### src/rtl/fetch_sequencer_pkg.sv
// Shared types and constants for the instruction-fetch boot/run controller.
package fetch_seq_pkg;

  typedef enum logic [2:0] {
    ST_IDLE,
    ST_LOAD,
    ST_FLUSH,
    ST_BOOT,
    ST_RUN,
    ST_HALT
  } state_t;

  localparam logic [31:0] PC_RESET_VEC      = 32'h0040_0000;
  localparam logic [31:0] HALT_WORD_DEFAULT = 32'h0000_000C;

endpackage

### src/rtl/fetch_sequencer_if.sv
// Host program-stream handshake: one word per valid&ready beat, last marks the end.
interface fetch_sequencer_if;

  logic        host_valid;
  logic        host_ready;
  logic [31:0] host_data;
  logic        host_last;

  modport master (output host_valid, host_data, host_last, input host_ready);
  modport slave  (input host_valid, host_data, host_last, output host_ready);

endinterface

### src/rtl/fetch_sequencer_sat_counter.sv
// Up-counter with synchronous clear that holds at all-ones instead of wrapping.
module sat_counter #(
  parameter int unsigned WIDTH = 8
) (
  input  logic             clk,
  input  logic             reset_n,
  input  logic             i_clear,
  input  logic             i_enable,
  output logic [WIDTH-1:0] o_count
);

  logic [WIDTH-1:0] r_count;

  always_ff @(posedge clk or negedge reset_n) begin
    if (!reset_n) begin
      r_count <= '0;
    end else if (i_clear) begin
      r_count <= '0;
    end else if (i_enable && (r_count != '1)) begin
      r_count <= r_count + WIDTH'(1);
    end
  end

  assign o_count = r_count;

endmodule

### src/rtl/fetch_sequencer.sv
// Boot/run controller: streams a host program into instruction memory, boots the
// core, and stops it on a halt word or when the RUN cycle budget runs out.
module fetch_sequencer
  import fetch_seq_pkg::*;
#(
  parameter int unsigned ADDR_W     = 12,
  parameter int unsigned DEPTH      = 4096,
  parameter logic [31:0] HALT_WORD  = HALT_WORD_DEFAULT,
  parameter int unsigned MAX_CYCLES = 1000000
) (
  input  logic              clk,
  input  logic              reset_n,
  input  logic              start,
  fetch_sequencer_if.slave  host,
  input  logic [31:0]       instruction,
  output logic              init_mode,
  output logic              write_enable,
  output logic [ADDR_W-1:0] init_address,
  output logic [31:0]       init_instruction,
  output logic              core_reset,
  output logic              running,
  output logic              done,
  output logic              error,
  output logic [ADDR_W:0]   words_loaded,
  output logic [31:0]       cycle_count
);

  state_t r_state, w_next;

  logic              w_start, w_beat, w_write, w_overflow, w_timeout, w_run_en;
  logic              r_host_ready, r_init_mode, r_write_enable, r_core_reset;
  logic              r_running, r_done, r_error;
  logic [ADDR_W-1:0] r_init_address;
  logic [31:0]       r_init_instruction;

  always_comb begin
    w_next     = r_state;
    w_start    = start && ((r_state == ST_IDLE) || (r_state == ST_HALT));
    w_beat     = 1'b0;
    w_write    = 1'b0;
    w_overflow = 1'b0;
    w_timeout  = 1'b0;
    case (r_state)
      ST_IDLE, ST_HALT: if (w_start) w_next = ST_LOAD;
      ST_LOAD: begin
        w_beat = host.host_valid && r_host_ready;
        if (w_beat) begin
          if (words_loaded == (ADDR_W+1)'(DEPTH)) begin
            w_overflow = 1'b1;
            w_next     = ST_HALT;
          end else begin
            w_write = 1'b1;
            if (host.host_last) w_next = ST_FLUSH;
          end
        end
      end
      ST_FLUSH: w_next = ST_BOOT;
      ST_BOOT:  w_next = ST_RUN;
      // First RUN cycle still shows a stale fetch, so the halt word is ignored there.
      ST_RUN: begin
        if ((cycle_count != '0) && (instruction == HALT_WORD)) begin
          w_next = ST_HALT;
        end else if (cycle_count == 32'(MAX_CYCLES - 1)) begin
          w_timeout = 1'b1;
          w_next    = ST_HALT;
        end
      end
      default: w_next = ST_IDLE;
    endcase
  end

  // Every RUN cycle counts, including the one that hands over to HALT.
  assign w_run_en = (r_state == ST_RUN);

  sat_counter #(.WIDTH(ADDR_W + 1)) u_words_loaded (
    .clk      (clk),
    .reset_n  (reset_n),
    .i_clear  (w_start),
    .i_enable (w_write),
    .o_count  (words_loaded)
  );

  sat_counter #(.WIDTH(32)) u_cycle_count (
    .clk      (clk),
    .reset_n  (reset_n),
    .i_clear  (w_start),
    .i_enable (w_run_en),
    .o_count  (cycle_count)
  );

  // Outputs are registered from the next state so they line up with r_state.
  always_ff @(posedge clk or negedge reset_n) begin
    if (!reset_n) begin
      r_state            <= ST_IDLE;
      r_host_ready       <= 1'b0;
      r_init_mode        <= 1'b0;
      r_write_enable     <= 1'b0;
      r_init_address     <= '0;
      r_init_instruction <= '0;
      r_core_reset       <= 1'b1;
      r_running          <= 1'b0;
      r_done             <= 1'b0;
      r_error            <= 1'b0;
    end else begin
      r_state        <= w_next;
      r_host_ready   <= (w_next == ST_LOAD);
      r_init_mode    <= (w_next == ST_LOAD) || (w_next == ST_FLUSH);
      r_write_enable <= w_write;
      if (w_write) begin
        r_init_address     <= words_loaded[ADDR_W-1:0];
        r_init_instruction <= host.host_data;
      end
      r_core_reset <= (w_next != ST_RUN);
      r_running    <= (w_next == ST_RUN);
      r_done       <= (w_next == ST_HALT);
      if (w_start) begin
        r_error <= 1'b0;
      end else if (w_overflow || w_timeout) begin
        r_error <= 1'b1;
      end
    end
  end

  assign host.host_ready  = r_host_ready;
  assign init_mode        = r_init_mode;
  assign write_enable     = r_write_enable;
  assign init_address     = r_init_address;
  assign init_instruction = r_init_instruction;
  assign core_reset       = r_core_reset;
  assign running          = r_running;
  assign done             = r_done;
  assign error            = r_error;

endmodule

### src/flat_wrapper.sv
// flat-port wrapper written by rule: the top's interface ports become plain ports
module fetch_sequencer_flat import fetch_seq_pkg::*;
#(
  parameter int unsigned ADDR_W     = 12,
  parameter int unsigned DEPTH      = 4096,
  parameter logic [31:0] HALT_WORD  = HALT_WORD_DEFAULT,
  parameter int unsigned MAX_CYCLES = 1000000
)
  (clk, reset_n, start, instruction, init_mode, write_enable, init_address, init_instruction, core_reset, running, done, error, words_loaded, cycle_count, host_host_valid, host_host_data, host_host_last, host_host_ready);
  fetch_sequencer_if host_i ();
  input  logic clk;
  input  logic reset_n;
  input  logic start;
  input  logic [31:0] instruction;
  output logic init_mode;
  output logic write_enable;
  output logic [ADDR_W-1:0] init_address;
  output logic [31:0] init_instruction;
  output logic core_reset;
  output logic running;
  output logic done;
  output logic error;
  output logic [ADDR_W:0] words_loaded;
  output logic [31:0] cycle_count;
  input wire logic [$bits(host_i.host_valid)-1:0] host_host_valid;
  input wire logic [$bits(host_i.host_data)-1:0] host_host_data;
  input wire logic [$bits(host_i.host_last)-1:0] host_host_last;
  output wire logic [$bits(host_i.host_ready)-1:0] host_host_ready;
  assign host_i.host_valid = host_host_valid;
  assign host_i.host_data = host_host_data;
  assign host_i.host_last = host_host_last;
  assign host_host_ready = host_i.host_ready;
  fetch_sequencer #(.ADDR_W(ADDR_W), .DEPTH(DEPTH), .HALT_WORD(HALT_WORD), .MAX_CYCLES(MAX_CYCLES)) u_core (.clk(clk), .reset_n(reset_n), .start(start), .host(host_i), .instruction(instruction), .init_mode(init_mode), .write_enable(write_enable), .init_address(init_address), .init_instruction(init_instruction), .core_reset(core_reset), .running(running), .done(done), .error(error), .words_loaded(words_loaded), .cycle_count(cycle_count));
endmodule
### config.mk
export PLATFORM = sky130hd
export DESIGN_NAME = fetch_sequencer_flat
export DESIGN_NICKNAME = d
export VERILOG_FILES = /design/src/rtl/fetch_sequencer_pkg.sv /design/src/rtl/fetch_sequencer_if.sv /design/src/rtl/fetch_sequencer_sat_counter.sv /design/src/rtl/fetch_sequencer.sv /design/src/flat_wrapper.sv
export SDC_FILE = /design/constraint.sdc
export NUM_CORES = 1
export LEC_CHECK = 0
export CAP_MARGIN = 20
export CORE_MARGIN = 3
export CORE_UTILIZATION = 46
export DETAILED_ROUTE_END_ITERATION = 16
export GPL_ROUTABILITY_DRIVEN = 1
export HOLD_SLACK_MARGIN = 0.15
export PLACE_DENSITY = 0.85
export SYNTH_ARGS = -nofsm -noshare
export SYNTH_HDL_FRONTEND = slang
export SYNTH_SLANG_ARGS = --single-unit
### constraint.sdc
create_clock -name clk -period 2.8 [get_ports clk]
set_clock_uncertainty 0.15 [all_clocks]
set_input_delay 0.56 -clock clk [delete_from_list [all_inputs] [get_ports clk]]
set_output_delay 0.56 -clock clk [all_outputs]
set_load 0.1 [all_outputs]
==> impl_metrics.yaml <==
floorplan:
  ios: 165
  rows: 37
  start_util: 0.473
  die_height_um: 109
  core_area_mm2: 0.0104
  die_x_um: 109
  dieArea_mm2: 0.0119
setup_path:
  worst_setup_path_end_kind: "flip-flop"
  cp_num_buf_inv: 0
  cp.required_ns: 2.96
  cpMaxStageDelayCell: "a311oi_2"
  path_cells: "nor4_1 -> nand3_1 -> or3_1 -> a311oi_2 -> and2_1"
  arrival_ns: 2.67
  cp_slowest_stage_delay_ns: 0.50
  crit_fanout: 7
  crit_type: "reg2reg"
  cpLargestDelayFamily: "simple AND/OR/NAND/NOR gates"
  cp-start-kind: "flip-flop"
synthesis:
  syn_inst: 541
  synth_edf_count: 0
  syn_avg_cell_area_um2: 9.07
  yosysSeqAreaShare: 0.505
  synth_nets: 614
  yosys_most_used_dff: "dfrtp_1"
  synth_area_mm2: 0.00491
  yosys_warnings: 0
  synthArstFlopShare: 1.00
  synth-seq-cells: 99
  yosysUniqueCellTypes: 53
grt:
  grt_use_total: 0.226
  grt_pass1_vias: 4481
  grt_first_pass_wirelength_um: 21500
  antenna_found_initial: 0
  gr-total-overflow: 0
  grt_start_max_net_pins: 47
timing:
  tightest_slew_ns: 0.622
  max_freq_mhz: 398
  min_period_ns: 2.51
  rsz0062_at_grt: "false"
  post-route-period-util: 0.897
  finalSetupViolations: 0
  drv_slew: 0
  finalSetupTns_ns: 0
  fin_ws_ns: 0.288
  max_slew_margin: 0.585
  finalHoldViolations: 0
cells_and_area:
  drive_gt1_frac: 0.199
  fillers: 845
  final-seq-area_mm2: 0.00248
  antennaDiodeCount: 0
  final_nets: 771
  area_growth_pct: 36.6
  multi_input_area_mm2: 0.00225
placed_design:
  dp_hpwl_um: 10100
  place_congestion: 0.900
  io_buffers: 164
  place_ws_ns: 0.233
clock_network:
  cts-root-buf: "clkbuf_8"
  clockBufferDepth: 2
  clk_latency_ns: 0.36
  cts_htree_levels: 3
  cts_buffers: 9
  clk_pin_slew_ns: 0.10
  cts.sinks: 99
  cts_tree: "yes"
  ctsResizeCount: 0
flow_run:
  max-cap-violations: 0
detailed_routing:
  routedWlPerCell_um: 16.6
  route.detailed.drc: 0
  vias: 4809
  antenna_left: 0
  drt-total-wl_um: 13900
  avgViaCountPerCell: 5.73
  first_pass_iters: 5
  drt_iter0_markers: 368
outcome:
  status: "finished clean"
worst_hold_path:
  hold_class: "reg2reg"
pwr:
  leakage_uw: 0.00314
  max-vdd-ir-drop_v: 0.00109
  power_density_mw_per_mm2: 992
## what timing repair did
action                     4_1_cts  5_1_grt
buffers inserted                 0        0
hold endpoints to repair        43        0
setup endpoints to repair        0        0
hold buffers                     1        0
## synthesized netlist by cell type (2+ instances only)
| master | n | area share |
|---|---|---|
| o31ai_1 | 26 | 0.040 |
| nor4b_1 | 5 | 0.0089 |
| buf_4 | 3 | 0.0046 |
| nand2b_1 | 3 | 0.0038 |
| or4_1 | 25 | 0.038 |
| o21ai_0 | 13 | 0.013 |
| ha_1 | 4 | 0.010 |
| dfrtp_1 | 98 | 0.50 |
| buf_1 | 3 | 0.0023 |
| nand4_1 | 15 | 0.019 |
| nor4_1 | 15 | 0.019 |
| and4_1 | 5 | 0.0089 |
| nand3b_1 | 2 | 0.0031 |
| or3_1 | 10 | 0.013 |
| nand2_1 | 158 | 0.12 |
| nor3_1 | 5 | 0.0051 |
| mux2i_1 | 6 | 0.012 |
| inv_1 | 9 | 0.0069 |
| clkbuf_1 | 20 | 0.015 |
| nor2_1 | 10 | 0.0076 |
| a21oi_1 | 32 | 0.033 |
| xnor2_1 | 2 | 0.0036 |
| nor4_4 | 3 | 0.013 |
| buf_2 | 4 | 0.0041 |
| o31a_1 | 2 | 0.0036 |
| and3_1 | 9 | 0.011 |
| and2_1 | 2 | 0.0025 |
| nand3_1 | 27 | 0.028 |
## power by group
part	internal [uW]	switching, uW
registers	1740	218
clock network	510	509
logic	779	2890
## routing by layer
layer  share of wire  global-route usage  vias up
li1                -                   -     2252
met1            0.40               0.289     2306
met4           0.015              0.0650        0
met3           0.095              0.0480       21
met5               0                   0        -
met2            0.49               0.388      230
## cells by family after synthesis
family | synth area share
AO/OA/AOI/OAI | 0.111
XOR/XNOR | 0.00536
adder cells (fa/ha/maj) | 0.0102
buffers and inverters | 0.0372
flip-flops | 0.505
multiplexers | 0.0122
AND/OR/NAND/NOR | 0.319
## area by class of cell
| type | instances | share of cell area |
|---|---|---|
| multi-input combinational | 400 | 0.335 |
| timing repair buffer | 178 | 0.230 |
| clock buffer | 9 | 0.0185 |
| sequential | 99 | 0.370 |
| inverter | 10 | 0.00560 |
| tap | 136 | 0.0254 |
| clock inverter | 7 | 0.0149 |
## sequential cells by signal, indices dropped and copies added (netlist names), 3 cells and up
name,count
u_core.u_words_loaded.o_count,13
u_core.init_address,12
u_core.r_state,3
u_core.u_cycle_count.o_count,32
u_core.init_instruction,32
## per-stage QoR
step,total power (uW),hold WS [ns],util,cells,cell area [um2]
floorplan,4770,0.114,-,541,4910
global placement,5580,0.309,0.624,822,6470
detailed placement,5660,0.314,0.624,822,6470
CTS,6670,0.336,0.646,839,6700
global route,6960,0.365,0.646,839,6700
finish,6650,0.333,0.646,839,6700
## path summary, 6_finish.rpt
| check | from | end | slack (ns) | cells after the start |
|---|---|---|---|---|
| max | u_core.u_cycle_count.o_count[29] | u_core.running | 0.29 | 5 |
| min | u_core.init_address[3] | u_core.init_address[3] | 0.33 | 2 |
| max reg2reg | u_core.u_cycle_count.o_count[29] | u_core.running | 0.29 | 5 |
| min reg2reg | u_core.init_address[3] | u_core.init_address[3] | 0.33 | 2 |
| max in group asynchronous | reset_n | u_core.u_cycle_count.o_count[23] | 1.22 | 3 |
| min in group asynchronous | reset_n | u_core.init_address[11] | 0.61 | 2 |
## worst reg2reg max path, cell delays in order (launching register included)
cell      delay [ns]
dfrtp_1         0.45
nor4_1          0.43
nand3_1         0.27
or3_1           0.45
a311oi_2        0.50
and2_1          0.21
## placed cells by master, fill, tap and decap left out, types with 13 or more instances in the layout
cell type,instances
nand2_1,158
buf_4,107
dfrtp_1,96
clkdlybuf4s50_1,67
a21oi_1,32
nand3_1,27
o31ai_1,26
or4_1,25
nor4_1,15
nand4_1,15
o21ai_0,13
Power figures use the tool's default switching activity.
